`config.mk`:
```
export PLATFORM = sky130hd
export DESIGN_NAME = mem_arbiter
export DESIGN_NICKNAME = d
export VERILOG_FILES = /design/src/rtl/mem_arbiter.sv
export SDC_FILE = /design/constraint.sdc
export NUM_CORES = 1
export LEC_CHECK = 0
export ABC_AREA = 1
export CAP_MARGIN = 20
export CORE_MARGIN = 3
export CORE_UTILIZATION = 42
export DETAILED_ROUTE_END_ITERATION = 16
export GPL_ROUTABILITY_DRIVEN = 0
export PLACE_DENSITY = 0.88
export SYNTH_ARGS = -nofsm -noshare
export SYNTH_HDL_FRONTEND = slang
export SYNTH_SLANG_ARGS = --single-unit
```
`constraint.sdc`:
```
create_clock -name sys_clk -period 4.16 [get_ports sys_clk]
set_clock_uncertainty 0.15 [all_clocks]
set_input_delay 0.416 -clock sys_clk [delete_from_list [all_inputs] [get_ports sys_clk]]
set_output_delay 0.416 -clock sys_clk [all_outputs]
set_load 0.1 [all_outputs]
```
`src/rtl/mem_arbiter.sv`:
```
// mem_arbiter
//
// Shares the single-port Mem block between the instruction-fetch port (if_*,
// read-only) and the load/store port (ls_*, read/write). Only one access is in
// flight at a time. Each access goes through IDLE -> ISSUE -> [WAIT] -> RESP.
// Misaligned requests go straight from IDLE to RESP with an error, and memory
// is not touched.
//
// Optional feature macro: MEM_ARB_ROUND_ROBIN_EN
//   defined   : when both ports request together, the grant goes to the port
//               that was not served last (rr_last resets to IF, so the first
//               tie goes to LS)
//   undefined : fixed priority, LS always wins a tie (IF may starve)
//
// Ports
//   sys_clk, sys_rst            clock (rising edge), async active-low reset
//   if_req_valid/ready/addr     fetch request handshake
//   if_rsp_valid/ready/rdata/err fetch response handshake
//   ls_req_valid/ready/rw/addr/wdata  load/store request (rw=1 is a write)
//   ls_rsp_valid/ready/rdata/err      load/store response
//   mem_op/rw/addr/data_w       one-cycle access strobe and command to Mem
//   mem_data_r                  Mem read data, valid RD_LATENCY cycles after op
module mem_arbiter #(
  parameter int ADDR_WIDTH = 32,
  parameter int DATA_WIDTH = 32,
  parameter int BYTE_WIDTH = 8,
  parameter int RD_LATENCY = 1
) (
  input  logic                  sys_clk,
  input  logic                  sys_rst,

  input  logic                  if_req_valid,
  output logic                  if_req_ready,
  input  logic [ADDR_WIDTH-1:0] if_req_addr,
  output logic                  if_rsp_valid,
  input  logic                  if_rsp_ready,
  output logic [DATA_WIDTH-1:0] if_rsp_rdata,
  output logic                  if_rsp_err,

  input  logic                  ls_req_valid,
  output logic                  ls_req_ready,
  input  logic                  ls_req_rw,
  input  logic [ADDR_WIDTH-1:0] ls_req_addr,
  input  logic [DATA_WIDTH-1:0] ls_req_wdata,
  output logic                  ls_rsp_valid,
  input  logic                  ls_rsp_ready,
  output logic [DATA_WIDTH-1:0] ls_rsp_rdata,
  output logic                  ls_rsp_err,

  output logic                  mem_op,
  output logic                  mem_rw,
  output logic [ADDR_WIDTH-1:0] mem_addr,
  output logic [DATA_WIDTH-1:0] mem_data_w,
  input  logic [DATA_WIDTH-1:0] mem_data_r
);

  localparam int ALIGN_BYTES = DATA_WIDTH / BYTE_WIDTH;
  localparam int CNT_W       = (RD_LATENCY > 1) ? $clog2(RD_LATENCY + 1) : 1;

  localparam logic [1:0] ST_IDLE  = 2'd0;
  localparam logic [1:0] ST_ISSUE = 2'd1;
  localparam logic [1:0] ST_WAIT  = 2'd2;
  localparam logic [1:0] ST_RESP  = 2'd3;

  localparam logic PORT_IF = 1'b0;
  localparam logic PORT_LS = 1'b1;

  logic [1:0]            state;
  logic                  grant;
  logic                  rw_q;
  logic [ADDR_WIDTH-1:0] addr_q;
  logic [DATA_WIDTH-1:0] wdata_q;
  logic [DATA_WIDTH-1:0] rdata_q;
  logic                  err_q;
  logic [CNT_W-1:0]      cnt;

  logic                  pick_ls;
  logic                  accept;
  logic [ADDR_WIDTH-1:0] sel_addr;
  logic                  sel_rw;
  logic                  misaligned;
  logic                  rsp_hs;

`ifdef MEM_ARB_ROUND_ROBIN_EN
  logic                  rr_last;
`endif

  // Winner selection: pick_ls is only meaningful while some request is valid.
  always_comb begin
    pick_ls = ls_req_valid;
`ifdef MEM_ARB_ROUND_ROBIN_EN
    if (ls_req_valid && if_req_valid) begin
      pick_ls = (rr_last == PORT_IF);
    end
`endif
  end

  // Ready is gated by reset so every output reads 0 while reset is held,
  // even though ready is otherwise combinational from the request valids.
  assign accept       = sys_rst & (state == ST_IDLE) & (if_req_valid | ls_req_valid);
  assign ls_req_ready = accept & pick_ls;
  assign if_req_ready = accept & ~pick_ls;

  assign sel_addr   = pick_ls ? ls_req_addr : if_req_addr;
  assign sel_rw     = pick_ls & ls_req_rw;
  assign misaligned = ((sel_addr % ADDR_WIDTH'(ALIGN_BYTES)) != '0);

  assign rsp_hs = (grant == PORT_LS) ? ls_rsp_ready : if_rsp_ready;

  // Main sequencer: latches the accepted request, strobes Mem once, waits out
  // the read latency and holds the response until the requester takes it.
  always_ff @(posedge sys_clk or negedge sys_rst) begin
    if (!sys_rst) begin
      state   <= ST_IDLE;
      grant   <= PORT_IF;
      rw_q    <= 1'b0;
      addr_q  <= '0;
      wdata_q <= '0;
      rdata_q <= '0;
      err_q   <= 1'b0;
      cnt     <= '0;
`ifdef MEM_ARB_ROUND_ROBIN_EN
      rr_last <= PORT_IF;
`endif
    end else begin
      case (state)
        ST_IDLE: begin
          if (accept) begin
            grant   <= pick_ls;
            rw_q    <= sel_rw;
            addr_q  <= sel_addr;
            wdata_q <= pick_ls ? ls_req_wdata : '0;
            rdata_q <= '0;
            err_q   <= misaligned;
            state   <= misaligned ? ST_RESP : ST_ISSUE;
          end
        end
        ST_ISSUE: begin
          if (rw_q) begin
            state <= ST_RESP;
          end else if (RD_LATENCY == 0) begin
            rdata_q <= mem_data_r;
            state   <= ST_RESP;
          end else begin
            cnt   <= CNT_W'(RD_LATENCY);
            state <= ST_WAIT;
          end
        end
        ST_WAIT: begin
          if (cnt == CNT_W'(1)) begin
            rdata_q <= mem_data_r;
            state   <= ST_RESP;
          end else begin
            cnt <= cnt - CNT_W'(1);
          end
        end
        ST_RESP: begin
          if (rsp_hs) begin
            state <= ST_IDLE;
`ifdef MEM_ARB_ROUND_ROBIN_EN
            rr_last <= grant;
`endif
          end
        end
        default: state <= ST_IDLE;
      endcase
    end
  end

  assign mem_op     = (state == ST_ISSUE);
  assign mem_rw     = rw_q;
  assign mem_addr   = addr_q;
  assign mem_data_w = wdata_q;

  // Response data and error are shown only on the granted port.
  assign if_rsp_valid = (state == ST_RESP) && (grant == PORT_IF);
  assign ls_rsp_valid = (state == ST_RESP) && (grant == PORT_LS);
  assign if_rsp_rdata = (grant == PORT_IF) ? rdata_q : '0;
  assign ls_rsp_rdata = (grant == PORT_LS) ? rdata_q : '0;
  assign if_rsp_err   = (grant == PORT_IF) & err_q;
  assign ls_rsp_err   = (grant == PORT_LS) & err_q;

endmodule

```
# Word-level counts from Yosys, hierarchy flattened
# Index checks and enable logic that the tools add are counted.
# totals
register_bits	102
memories	0
in_bits	135
elab_cells	53
out_inout_bits	136
latchBits	0
ramBits	0
mem_bits_ro	0
# classes
n_bitwise	10
n_addsub	1
magnitude_cmp	0
div	0
shifts	0
n_mul	0
n_reduce_logical	10
n_mux	17
n_eq_ne	7
# ops
operator	n
two-way mux 32 bit	6
case mux 32 bit (2 select lines)	1
nonzero test 32 bit	1
two-way mux 2 bit	4
!= test 2 bit (second input constant)	4
case mux 2 bit (4 select lines)	1
AND 1 bit	7
AND reduction 3 bit	2
== test 2 bit (second input constant)	2
two-way mux 1 bit	4
AND reduction 2 bit	2
nonzero test 2 bit	2
== test 2 x 1 -> 1 bit (second input constant)	1
logical AND 1 bit	2
logical NOT 2 bit	1
NOT 1 bit	2
case mux 1 bit (2 select lines)	1
bitwise OR 1 bit	1
subtractor 1 bit (second input constant)	1

# Longest topological paths before layout
# logic_depth
word_depth	5
mapped_depth	10
mapped_depth_nobuf	9

# Worst setup path before layout
# No wires, ideal clock.
# synth_timing
path_kind	register to output
start	reg grant
end	out if_rsp_rdata[11]
arrival_ns	2.119
required_time_ns	3.594
slack_ns	1.475
stages_incl_launch_ff	5
path_buffers	3
cell_sequence	dfrtp_1 -> buf_2 -> buf_2 -> buf_1 -> nor2_1
# synth_via
elab_chain_cells	1
# synth_rtl
item	line_no	rtl
start, declared	69	logic grant;
start signal, assigned	129	grant <= pick_ls;
two-way mux 32 bit	178	assign if_rsp_rdata = (grant == PORT_IF) ? rdata_q : '0;
end, declared	37	output logic [DATA_WIDTH-1:0] if_rsp_rdata,
# No other way between the ends.

# Worst setup path in the final report
# layout_timing
start	reg grant
end	out ls_rsp_rdata[23]
# layout_via
elab_chain_cells	1
# layout_rtl
item	line_no	rtl
two-way mux 32 bit	179	assign ls_rsp_rdata = (grant == PORT_LS) ? rdata_q : '0;
end, declared	47	output logic [DATA_WIDTH-1:0] ls_rsp_rdata,
# No other way between the ends.

==> impl_summary.txt <==
----------------------------------------------------
[Status]
  Outcome ... finished, final reports clean

[Worst setup path]
  Largest delay share family, worst path ... buffers and inverters
  Launch point of the worst reg-to-reg path ... state[0]$_DFFE_PN0P_
  Cell Chain, Critical Path ... nand2_1 -> inv_1 -> clkdlybuf4s50_1
  Worst path arrival time ... 2.74 ns
  Slowest library cell on the worst path ... sky130_fd_sc_hd__clkdlybuf4s50_1
  Kind of start point of the critical path ... flip-flop
  Number of cell instances on the worst register-to-register path ... 7
  Required time at the worst-slack endpoint ... 3.59 ns
  Critical path capture point type ... primary output
  Worst Setup Path Type ... flip-flop to primary output
  Critical path buffers and inverters ... 2
  Stages on worst setup path ... 3
  Largest fanout of any net on the critical path ... 70
  Slowest Stage Delay on Critical Path ... 1.12 ns
  Critical path origin ... grant$_DFFE_PN0P_

[Run]
  Max-cap violations ... 0

[GRT]
  Global Route met1 Usage ... 26.81%
  Initial antenna violation count ... 0
  Fraction of met3 tracks used by global routing ... 7.871%
  Maximum number of pins on one net before global-route repair ... 71
  Combined global-route utilization of all metal layers ... 22.60%
  Vias in the first global route ... 4489
  M2 GR Usage ... 38.15%
  Gr busiest metal ... met2
  Global-route congestion overflow total ... 0
  Global-route wire length before repair ... 22840 um

[Clocking]
  Post CTS Setup Buffer Count ... 0
  CTS H-tree depth ... 3
  CTS Hold Bufs ... 0
  Clock transition at the registers of the reported paths ... 0.06 ns
  Clock tree root buffer cell ... sky130_fd_sc_hd__clkbuf_16
  TritonCTS clock tree ... yes
  Clock insertion delay at the later pin of the skew report ... 0.34 ns
  Largest buffer count on any clock path ... 2
  Gates resized, CTS repair ... 0
  CTS Sinks ... 102
  CTS buffer count ... 9

[Timing]
  Slew Limit Headroom ... 29.80%
  Maximum operating frequency ... 0.3027 GHz
  Max Slew Vio Count ... 0
  Sum of negative setup slack ... 0 ns
  Final min period ... 3.303 ns
  Actual transition at the worst max-transition pin ... 1.050 ns
  Ratio of final minimum period to clock period ... 79.40%
  RSZ-0062 raised after global routing ... no
  Setup Viol. Count Final ... 0
  Hold Violations, Final ... 0

[Hold path]
  Tightest Hold Check Type ... input pin to asynchronous set/reset pin

[Route]
  DR pass1 iterations ... 4
  Number of remaining DRC errors ... 0
  Drt via density ... 4.740
  Drt wl/cell ... 14.55 um
  Vias after detailed routing ... 4655
  Initial DRC count ... 230
  Post-route antenna net violation count ... 0
  Routed wire length ... 14290 um

[Die]
  Starting utilization of the core area ... 43.42%
  Boundary pin count ... 271
  Die W ... 112.6 um
  Height of the die ... 112.6 um
  Floorplan row count ... 38
  Area of the core ... 10980 um^2
  Full die area ... 12670 um^2

[Synthesis]
  Fraction of the yosys area taken by sequential cells ... 53.53%
  Number of warnings reported in the yosys synthesis log ... 0
  Total standard cell area after synthesis ... 4768 um^2
  Syn nets ... 726
  Post-synthesis average cell area ... 8.137 um^2
  Fraction of synthesis flops using an asynchronous set or reset pin ... 100.0%
  Most area-consuming cells after synthesis ... sky130_fd_sc_hd__dfrtp_1 54%, sky130_fd_sc_hd__nand2_1 17%, sky130_fd_sc_hd__inv_1 6.2%, sky130_fd_sc_hd__a22o_1 6.1%, sky130_fd_sc_hd__o21ai_1 3.6%
  Unique masters post-synth ... 21
  List of most frequent post-synthesis cells ... 215 x sky130_fd_sc_hd__nand2_1, 102 x sky130_fd_sc_hd__dfrtp_1, 79 x sky130_fd_sc_hd__inv_1
  Area leader, netlist ... sky130_fd_sc_hd__dfrtp_1
  Cell with the most instances after synthesis ... sky130_fd_sc_hd__nand2_1
  Number of instances in the synthesized netlist ... 586
  Post-synthesis sequential element count ... 102
  Number of synthesized flops with an enable pin ... 0
  Main flop type after synthesis ... sky130_fd_sc_hd__dfrtp_1
  Top cell type's share of synthesized area ... 53.53%

[Layout]
  Count of placed standard cells in the final layout, fillers left out ... 982
  Area used by sequential logic in the layout ... 2554 um^2
  Number of inserted diodes ... 0
  Fraction of final layout cells with drive strength greater than 1 ... 3.682%
  Fillcell total ... 844
  Multi-input logic area ... 1708 um^2
  Post-layout nets ... 978
  Post-synthesis to final-layout area growth ... 63.19%

[Placed design]
  Detailed placer's ending HPWL ... 10860 um
  Placed insts ... 967
  Number of input and output port buffers inserted ... 270

----------------------------------------------------
-- logic make-up after synthesis --
kind of cell	Yosys count	synth area share, %
flip-flops	102	53.53
adder cells (fa/ha/maj)	5	1.312
AO/OA/AOI/OAI	73	10.31
buffers and inverters	116	10.65
AND/OR/NAND/NOR	290	24.19
-- layer usage --
layer  up-vias  wire, um
li1       2301         -
met1      2126      5594
met2       202      6935
met3        26      1432
met4         0       327
met5         -         0
-- registers in the layout (all words and copies together) (netlist names) --
register    count
cnt             1
mem_data_w     32
rdata_q        32
err_q           1
state           2
mem_rw          1
grant           1
mem_addr       32
-- final cells by class --
cell class              instances  share of cell area, %
clock buffers                  12                  3.168
repair buffers                275                  35.28
clock inverters                 3                 0.5789
well taps                     140                  2.251
flip-flops and latches        102                  32.82
multi-input cells             368                  21.95
inverters                      82                  3.956
-- stage by stage --
stage,cell area [um^2],setup WS [ns],hold WS [ns],utilization [%]
after global routing,7781,0.6294,0.1204,70.85
final,7781,0.8569,0.07527,70.85
after floorplan,4768,1.475,-0.02959,-
after detailed placement,7490,1.188,0.3144,68.19
after global placement,7490,1.235,0.2825,68.19
after CTS,7781,0.8248,0.09009,70.85
-- worst reg2reg max path: stages (launching register included) --
cell and delay [ns]:
sky130_fd_sc_hd__dfrtp_1 0.42, sky130_fd_sc_hd__inv_1 0.15, sky130_fd_sc_hd__ha_1 0.46, sky130_fd_sc_hd__buf_4 0.35
sky130_fd_sc_hd__o21a_1 0.19, sky130_fd_sc_hd__nand2_4 0.34, sky130_fd_sc_hd__nand2_1 0.21, sky130_fd_sc_hd__o21ai_1 0.08
-- path summary, 6_finish.rpt --
kind,end,slack (ns)
max,ls_rsp_rdata[23],0.86
min in group sys_clk,cnt$_DFFE_PN0P_,0.33
max in group asynchronous,mem_addr[1]$_DFFE_PN0P_,2.67
max reg2reg,rdata_q[20]$_DFFE_PN0P_,1.68
min,state[1]$_DFFE_PN0P_,0.08
min reg2reg,cnt$_DFFE_PN0P_,0.33
-- layout by cell type (no fill, tap or decap) --
cell                              instances
sky130_fd_sc_hd__clkdlybuf4s50_1        267
sky130_fd_sc_hd__nand2_1                215
sky130_fd_sc_hd__dfrtp_1                101
sky130_fd_sc_hd__inv_1                   79
sky130_fd_sc_hd__nor2_1                  37
sky130_fd_sc_hd__o21ai_1                 34
sky130_fd_sc_hd__a22o_1                  33
sky130_fd_sc_hd__nand3_1                 32
sky130_fd_sc_hd__clkbuf_16                9
sky130_fd_sc_hd__buf_4                    7
sky130_fd_sc_hd__ha_1                     5
sky130_fd_sc_hd__inv_2                    3
sky130_fd_sc_hd__nand2_2                  3
sky130_fd_sc_hd__o21ai_0                  3
sky130_fd_sc_hd__a21oi_1                  2
sky130_fd_sc_hd__clkbuf_1                 2
sky130_fd_sc_hd__clkinvlp_4               2
sky130_fd_sc_hd__nor2_4                   1
sky130_fd_sc_hd__nor2_2                   1
sky130_fd_sc_hd__o21a_1                   1
sky130_fd_sc_hd__nand2_4                  1
sky130_fd_sc_hd__bufinv_16                1
sky130_fd_sc_hd__clkbuf_8                 1
sky130_fd_sc_hd__dfrtp_2                  1
sky130_fd_sc_hd__buf_12                   1
Power is not shown: default switching activity piles up to over one toggle a cycle in this logic, so the estimate is an artifact.
